--- src/rtl/rand_note_sched.sv ---
// rand_note_sched: schedules a sequence of SEQ_LEN random notes.
// Each note is drawn from external LFSRs, offered to a tone player with a
// valid/ready handshake, and then gated for 1..4 tempo beats.
// Optional feature macro: RAND_NOTE_SCHED_REST_EN (adds note_rest; pitch 15 becomes a rest).
module rand_note_sched #(
  parameter int unsigned SEQ_LEN = 8
) (
  input  logic       clk,
  input  logic       reset,
  input  logic       start,
  input  logic       stop,
  input  logic       beat_tick,
  input  logic [3:0] rand_note,
  input  logic [1:0] rand_length,
  output logic       enable_rand,
  output logic       note_valid,
  input  logic       note_ready,
  output logic [3:0] note_idx,
  output logic       note_on,
  output logic       busy,
  output logic       done,
  output logic [3:0] seq_count
`ifdef RAND_NOTE_SCHED_REST_EN
  ,
  output logic       note_rest
`endif
);

  typedef enum logic [2:0] {
    IDLE  = 3'd0,
    DRAW  = 3'd1,
    LATCH = 3'd2,
    OFFER = 3'd3,
    HOLD  = 3'd4,
    FIN   = 3'd5
  } state_t;

  localparam logic [4:0] SEQ_LEN_W = 5'(SEQ_LEN);

  state_t     state;
  state_t     state_next;
  logic [1:0] beat_cnt;
  logic       rest_q;
  logic       latch_rest;
  logic       hold_exit;
  logic [4:0] seq_count_inc;
  logic [3:0] mapped_note;

  // Pitch folding: values above the 12-key range wrap down by four keys.
  always_comb begin
    mapped_note = (rand_note < 4'd12) ? rand_note : (rand_note - 4'd4);
`ifdef RAND_NOTE_SCHED_REST_EN
    latch_rest  = (rand_note == 4'hF);
`else
    latch_rest  = 1'b0;
`endif
  end

  // State register.
  always_ff @(posedge clk) begin
    if (reset) begin
      state <= IDLE;
    end else begin
      state <= state_next;
    end
  end

  // Next-state decode and Moore outputs; stop overrides every transition out of a busy state.
  always_comb begin
    state_next    = state;
    hold_exit     = 1'b0;
    seq_count_inc = {1'b0, seq_count} + 5'd1;
    unique case (state)
      IDLE:  if (start && !stop) state_next = DRAW;
      DRAW:  state_next = LATCH;
      LATCH: state_next = latch_rest ? HOLD : OFFER;
      OFFER: if (note_ready) state_next = HOLD;
      HOLD: begin
        if (beat_tick && (beat_cnt == 2'd0)) begin
          hold_exit  = 1'b1;
          state_next = (seq_count_inc == SEQ_LEN_W) ? FIN : DRAW;
        end
      end
      FIN:   state_next = IDLE;
      default: state_next = IDLE;
    endcase
    if (stop && (state != IDLE)) begin
      state_next = IDLE;
      hold_exit  = 1'b0;
    end

    enable_rand = (state == DRAW);
    note_valid  = (state == OFFER);
    note_on     = (state == HOLD) && !rest_q;
    busy        = (state != IDLE);
    done        = (state == FIN);
  end

`ifdef RAND_NOTE_SCHED_REST_EN
  // Rest gate mirrors note_on for a captured rest.
  always_comb begin
    note_rest = (state == HOLD) && rest_q;
  end
`endif

  // Datapath: captured note, beat countdown and sequence progress.
  always_ff @(posedge clk) begin
    if (reset) begin
      note_idx  <= '0;
      beat_cnt  <= '0;
      seq_count <= '0;
      rest_q    <= 1'b0;
    end else begin
      if ((state == IDLE) && start && !stop) begin
        seq_count <= '0;
      end
      if ((state == LATCH) && !stop) begin
        note_idx <= mapped_note;
        beat_cnt <= rand_length;
        rest_q   <= latch_rest;
      end
      if ((state == HOLD) && beat_tick && !stop && (beat_cnt != 2'd0)) begin
        beat_cnt <= beat_cnt - 2'd1;
      end
      if (hold_exit) begin
        seq_count <= seq_count_inc[3:0];
      end
    end
  end

endmodule

--- config.mk ---
export PLATFORM = sky130hd
export DESIGN_NAME = rand_note_sched
export DESIGN_NICKNAME = d
export VERILOG_FILES = /design/src/rtl/rand_note_sched.sv
export SDC_FILE = /design/constraint.sdc
export NUM_CORES = 1
export LEC_CHECK = 0
export ABC_AREA = 1
export BUFFER_PORTS_ARGS = -buffer_cell sky130_fd_sc_hd__buf_2
export CORE_UTILIZATION = 50
export CTS_BUF_LIST = sky130_fd_sc_hd__clkbuf_4 sky130_fd_sc_hd__clkbuf_8
export CTS_CLUSTER_SIZE = 10
export DETAILED_ROUTE_END_ITERATION = 6
export PLACE_DENSITY = 0.88
export SETUP_SLACK_MARGIN = 0.5
export SLEW_MARGIN = 20
export SYNTH_ARGS = -nofsm -noshare
export SYNTH_HDL_FRONTEND = slang
export SYNTH_SLANG_ARGS = --single-unit
--- constraint.sdc ---
create_clock -name clk -period 1.84 [get_ports clk]
set_clock_uncertainty 0.2 [all_clocks]
set_input_delay 0.184 -clock clk [delete_from_list [all_inputs] [get_ports clk]]
set_output_delay 0.184 -clock clk [all_outputs]
set_load 0.01 [all_outputs]
==> key figures, run 1 <==
Outcome
  • Status: finished clean

Detailed routing
  • Drt initial violations: 27
  • DRT Pass-1 Iters: 4
  • Post-DR vias/cell: 5.84
  • Post-route DRC: 0
  • DR vias: 941
  • Post-DRT Antenna Nets: 0
  • Drt wl/cell: 16.6 um
  • Routed WL: 2670 um

Power and ir drop
  • Overall Power: 0.815 mW
  • Pleak: 0.552 nW
  • Worst VDD drop: 0.616 mV
  • Pwr/cell area: 718 mW/mm^2

Min path
  • Hold path endpoint: beat_cnt[0]
  • Worst Hold Path Cells: 3
  • Min-delay src: rand_length[0]
  • Worst Hold Class: input port to flop

Timing
  • Setup tns final: 0 ns
  • Tcrit/Tclk final: 81.2%
  • Count of final setup violators: 0
  • Final hold viol count: 0
  • RSZ-0062 raised after global routing: true
  • Count of final max-slew check failures: 0
  • Max_slew headroom: 77.6%
  • Crit path time final: 1.49 ns
  • Fmax: 0.669 GHz
  • Slew @ Worst Pin: 0.335 ns

Global route
  • All-layer global routing usage: 25.1%
  • Met1 Usage GRT: 30.0%
  • Vias in the first global route: 672
  • First-pass GRT wire length: 2660 um
  • GRT met2 Usage: 46.4%
  • Gr busiest metal: met2
  • Pin count of the biggest net entering global routing: 9
  • Met3 usage: 3.89%
  • Initial antenna violation count: 0
  • Grt ovf: 0

Logic synthesis
  • Post-synthesis sequential area ratio: 36.0%
  • Yosys warning count: 0
  • Synth area leader: dfxtp_1
  • Syn avg cell area: 6.81 um^2
  • Post-synth cell types: 20
  • Mapped Area: 722 um^2
  • Post-synth top area share: 36.0%
  • Cell count after synthesis: 106
  • Flip-flop and latch count after synthesis: 13
  • Area contributors post-synth: dfxtp_1 36%, nand2_1 11%, inv_1 9.4%, a21oi_1 8.3%, nand3_1 5.5%
  • Syn_nets: 121

Worst setup path
  • Crit-path max FO: 5
  • R2R setup slack: 0.35 ns
  • CP endpoint kind: flop
  • Data arrival time of the worst path: 1.48 ns
  • R2r worst-path depth: 7
  • R2r startpoint: beat_cnt[0]
  • Setup CP Type: flop to flop
  • Data required, critical path: 1.83 ns
  • Startpoint Class: flop
  • Reg2reg end: seq_count[2]

Clock tree
  • Worst skew pair latency: 0.29 ns
  • CTS root buf: clkbuf_4
  • Worst-path clk slew: 0.09 ns
  • CTS tree: done
  • CTS buffer count: 3
  • H-tree lvl count: 1
  • CTS Sinks: 13
  • Worst-case clock buffer depth: 2

Floorplanning
  • Die area: 0.00160 mm^2
  • Die H: 40 um
  • Die width: 40 um
  • Core Region: 0.00132 mm^2
  • Starting Density: 54.8%
  • Num rows: 13
  • I/O Pins: 25

Finish
  • Syn-to-layout area delta: 57.2%
  • Layout cells sized above 1: 50.0%
  • Diode count: 0
  • # fillers: 72
  • Post-layout nets: 162

Flow run
  • # Max-Cap Violations: 0

Placed design
  • Detail Placement HPWL: 1220 um
  • Placer congestion estimate: 0.806
  • Port Buffer Count: 24
[where the power goes]
part	internal, mW	switching [mW]
sequential	0.307	0.0334
combinational	0.113	0.160
clock	0.0991	0.103
[state kept, by name, summed over array words and instances, names as in the netlist]
signal     cells
note_idx       4
state          3
seq_count      4
beat_cnt       2
[placed cells by master, fill, tap and decap left out]
| master | count |
|---|---|
| a211oi_1 | 1 |
| a21oi_1 | 9 |
| a21oi_2 | 3 |
| a31oi_1 | 1 |
| buf_2 | 23 |
| buf_4 | 7 |
| buf_6 | 2 |
| clkbuf_4 | 4 |
| dfxtp_1 | 7 |
| dfxtp_2 | 1 |
| dfxtp_4 | 5 |
| dlygate4sd3_1 | 5 |
| ha_1 | 1 |
| ha_4 | 2 |
| inv_1 | 14 |
| inv_2 | 5 |
| inv_4 | 2 |
| nand2_1 | 16 |
| nand2_2 | 3 |
| nand2_4 | 3 |
| nand3_1 | 4 |
| nand3_2 | 4 |
| nand3_4 | 1 |
| nand4_1 | 2 |
| nor2_1 | 7 |
| nor2_2 | 4 |
| nor2_4 | 2 |
| nor3_4 | 1 |
| o211ai_1 | 1 |
| o21ai_0 | 3 |
| o21ai_1 | 2 |
| o21ai_2 | 1 |
[layer usage]
metal,up-vias,wire length (um)
met5,-,0
met4,0,168
met3,23,226
met2,70,1390
met1,425,885
li1,423,-
[through the flow]
stage	cell area, um^2	utilization (%)	std cells	hold slack, ns	worst slack, ns
finish	1130	86.1	161	0.0139	0.346
detailed placement	867	65.8	144	0.227	0.406
CTS	1030	78.4	157	0.0268	0.422
floorplan	732	-	106	0.119	0.501
global placement	867	65.8	144	0.206	0.469
global route	1130	86.1	161	0.0644	0.280
[worst max-delay path, stage by stage, from the launching register on]
cell and delay, ns:
dfxtp_2 0.33, inv_2 0.08, ha_4 0.15, nand2_4 0.05, nor3_4 0.30, inv_2 0.13, nand3_2 0.08, a21oi_2 0.07
[cell families after synthesis]
group / share of synthesized area, %
simple gates: 31.9
buf+inv: 11.4
compound gates: 15.4
flops: 36.0
fa+ha+maj: 5.20
[cells in the mapped netlist]
| cell type | n |
|---|---|
| ha_1 | 3 |
| nor3_4 | 1 |
| nor2_2 | 2 |
| nor2_1 | 10 |
| clkbuf_1 | 1 |
| nor2_4 | 1 |
| inv_2 | 3 |
| nand3_1 | 8 |
| o21ai_0 | 5 |
| nand4_1 | 2 |
| o211ai_1 | 1 |
| nand2_4 | 1 |
| a31oi_1 | 1 |
| dfxtp_1 | 13 |
| inv_1 | 18 |
| nand2_1 | 21 |
| a21oi_1 | 12 |
| a211oi_1 | 1 |
| nand3_2 | 1 |
| o21ai_1 | 1 |
[cell type report]
| type | instances | area [um^2] | share of cell area [%] |
|---|---|---|---|
| Sequential cell | 13 | 280 | 24.7 |
| Tap cell | 15 | 18.8 | 1.65 |
| Multi-Input combinational cell | 71 | 482 | 42.4 |
| Clock buffer | 4 | 30.0 | 2.65 |
| Inverter | 21 | 83.8 | 7.39 |
| Timing Repair Buffer | 37 | 240 | 21.2 |
[what timing repair did]
action                     4_1_cts  5_1_grt
pin swaps                        7       13
hold endpoints to repair         7        0
gates resized for setup         19       20
cloned                           0        0
hold buffers                     5        0
setup endpoints to repair       14       15
setup buffers                    4        4
[how the worst max path moves through the flow]
stage	from	endpoint	slack [ns]	cells past startpoint
after floorplan	beat_cnt[0]	seq_count[1]	0.50	7
after global placement	beat_cnt[0]	seq_count[0]	0.47	7
after detailed placement	beat_cnt[0]	seq_count[2]	0.41	7
after CTS	state[0]	busy	0.42	3
after global routing	state[1]	done	0.28	4
final	beat_cnt[0]	seq_count[2]	0.35	7
Power figures use the tool's default switching activity.
==> inputs of run 2 (changes only) <==
--- a/config.mk
+++ b/config.mk
@@ -7,11 +7,11 @@
 export LEC_CHECK = 0
 export ABC_AREA = 1
 export BUFFER_PORTS_ARGS = -buffer_cell sky130_fd_sc_hd__buf_2
-export CORE_UTILIZATION = 50
+export CORE_UTILIZATION = 45
 export CTS_BUF_LIST = sky130_fd_sc_hd__clkbuf_4 sky130_fd_sc_hd__clkbuf_8
 export CTS_CLUSTER_SIZE = 10
 export DETAILED_ROUTE_END_ITERATION = 6
-export PLACE_DENSITY = 0.88
+export PLACE_DENSITY = 0.84
 export SETUP_SLACK_MARGIN = 0.5
 export SLEW_MARGIN = 20
 export SYNTH_ARGS = -nofsm -noshare
==> constraint.sdc (replaced) <==
create_clock -name clk -period 1.3 [get_ports clk]
set_clock_uncertainty 0.2 [all_clocks]
set_input_delay 0.13 -clock clk [delete_from_list [all_inputs] [get_ports clk]]
set_output_delay 0.13 -clock clk [all_outputs]
set_load 0.01 [all_outputs]
==> key figures, run 2 (synthesis gave the netlist of run 1 again) <==
Global route
  • Initial antenna violation count: 0
  • Vias in the first global route: 795
  • Pin count of the biggest net entering global routing: 9
  • First-pass GRT wire length: 3130 um
  • Grt ovf: 0
  • All-layer global routing usage: 22.3%

Placed design
  • Placement-stage cell area: 1000 um^2
  • Port Buffer Count: 24
  • Placer congestion estimate: 0.762
  • Detail Placement HPWL: 1300 um
  • Placed insts: 155

Min path
  • Worst Hold Class: input port to flop
  • Worst Hold Path Cells: 3

Worst setup path
  • Startpoint Class: flop
  • CP endpoint kind: flop
  • Data arrival time of the worst path: 1.43 ns
  • Data required, critical path: 1.26 ns
  • Crit-path max FO: 5
  • R2r worst-path depth: 6
  • Setup CP Type: flop to flop

Floorplanning
  • Num rows: 14
  • I/O Pins: 25
  • Core Region: 0.00151 mm^2
  • Die area: 0.00177 mm^2
  • Die width: 42.1 um
  • Starting Density: 47.9%
  • Die H: 42.1 um

Finish
  • # fillers: 83
  • Diode count: 0
  • Post-layout nets: 168
  • Largest registers: note_idx: 4 flops, seq_count: 4 flops, state: 3 flops
  • Layout cells sized above 1: 65.1%
  • Final Instance Area: 0.00131 mm^2
  • Non-Filler Instances: 168
  • Leading cell types in the layout, fill and taps excluded: 16 x buf_6, 14 x buf_2, 13 x inv_1, 13 x buf_4, 12 x nand2_1
  • Commonest non-fill, non-tap cell in the layout: buf_6
  • Syn-to-layout area delta: 81.1%

Timing
  • RSZ-0062 raised after global routing: true
  • Setup tns final: -1.62 ns
  • Final hold viol count: 10
  • Count of final max-slew check failures: 0
  • Hold slack: -0.118 ns
  • Fmax: 0.677 GHz
  • Post-route worst setup slack: -0.176 ns
  • Tcrit/Tclk final: 114%
  • Max_slew headroom: 83.5%
  • Slew @ Worst Pin: 0.247 ns
  • Count of final setup violators: 17
  • Crit path time final: 1.48 ns

Detailed routing
  • Routed length on met1: 918 um
  • DR vias: 861
  • WL met2: 1230 um
  • Drt initial violations: 16
  • Post-DRT Antenna Nets: 0
  • Post-route DRC: 0
  • Post-DR vias/cell: 5.13
  • Routed length on met3: 73 um
  • Drt wl/cell: 13.3 um
  • Routed WL: 2240 um
  • DRT Pass-1 Iters: 5
  • Uppermost layer routed: met4

Power and ir drop
  • Pleak: 0.609 nW
  • Worst VDD drop: 0.781 mV
  • Pwr/cell area: 971 mW/mm^2

Outcome
  • Failing checks: negative hold slack, negative setup slack
  • Status: complete, but fails checks

Clock tree
  • CTS tree: done
  • Worst-case clock buffer depth: 2
  • CTS buffer count: 3
  • CTS root buf: clkbuf_4
  • H-tree lvl count: 1
  • Worst-path clk slew: 0.08 ns
  • Worst skew pair latency: 0.27 ns
  • CTS Sinks: 13

Flow run
  • # Max-Cap Violations: 0
-- run 2: cell types whose count changed in the layout (fill, tap and decap cells not counted), moves of 3 or more --
cell           before  now
nand2_4             3    6
dlygate4sd3_1       5    0
nand2_1            16   12
buf_4               7   13
nor2_4              2    6
buf_2              23   14
nor2_1              7    4
dfxtp_1             7    1
dfxtp_2             1    8
buf_6               2   16
-- run 2: power breakdown --
part | switching (mW) | internal [mW]
combinational | 0.261 | 0.239
sequential | 0.0594 | 0.439
clock | 0.130 | 0.140
-- run 2: worst paths after layout --
check	from	end	slack (ns)
max	state[0]	seq_count[2]	-0.18
min	rand_note[1]	note_idx[1]	-0.12
min reg2reg	note_idx[2]	note_idx[2]	0.30
max reg2reg	state[0]	seq_count[2]	-0.18
-- run 2: repair_timing --
item | in CTS | in global routing
gates cloned | 0 | 0
pin swaps | 4 | 13
setup buffers | 3 | 6
endpoints found under the setup margin | 26 | 26
endpoints found under the hold margin | 12 | 10
gates resized for setup | 29 | 30
-- run 2: layout make-up --
| type | instances | area (um^2) | share of cell area [%] |
|---|---|---|---|
| Multi-Input combinational cell | 71 | 536 | 41.0 |
| Timing Repair Buffer | 43 | 348 | 26.6 |
| Sequential cell | 13 | 285 | 21.8 |
| Inverter | 21 | 88.8 | 6.79 |
| Clock buffer | 4 | 30.0 | 2.30 |
| Tap cell | 16 | 20.0 | 1.53 |
-- run 2: worst max-delay path, stage by stage, from the launching register on --
cell	delay, ns
dfxtp_4	0.39
nor2_4	0.18
nand2_4	0.10
nor3_4	0.22
inv_2	0.10
nand3_1	0.09
a21oi_1	0.08
-- run 2: through the flow --
step | util (%) | power (mW) | setup slack (ns)
3_3_place_gp | 66.4 | 0.793 | -0.0537
5_1_grt | 86.8 | 1.33 | -0.213
3_5_place_dp | 66.4 | 0.806 | -0.116
2_1_floorplan | - | 0.706 | -0.0337
6_report | 86.8 | 1.27 | -0.176
4_1_cts | 77.4 | 1.14 | -0.114
-- run 2: per-layer routing --
| metal | GRT usage [%] | vias up |
|---|---|---|
| met4 | 5.63 | 0 |
| met1 | 28.3 | 396 |
| met3 | 2.59 | 2 |
| met2 | 40.3 | 30 |
| li1 | - | 433 |
| met5 | 0 | - |
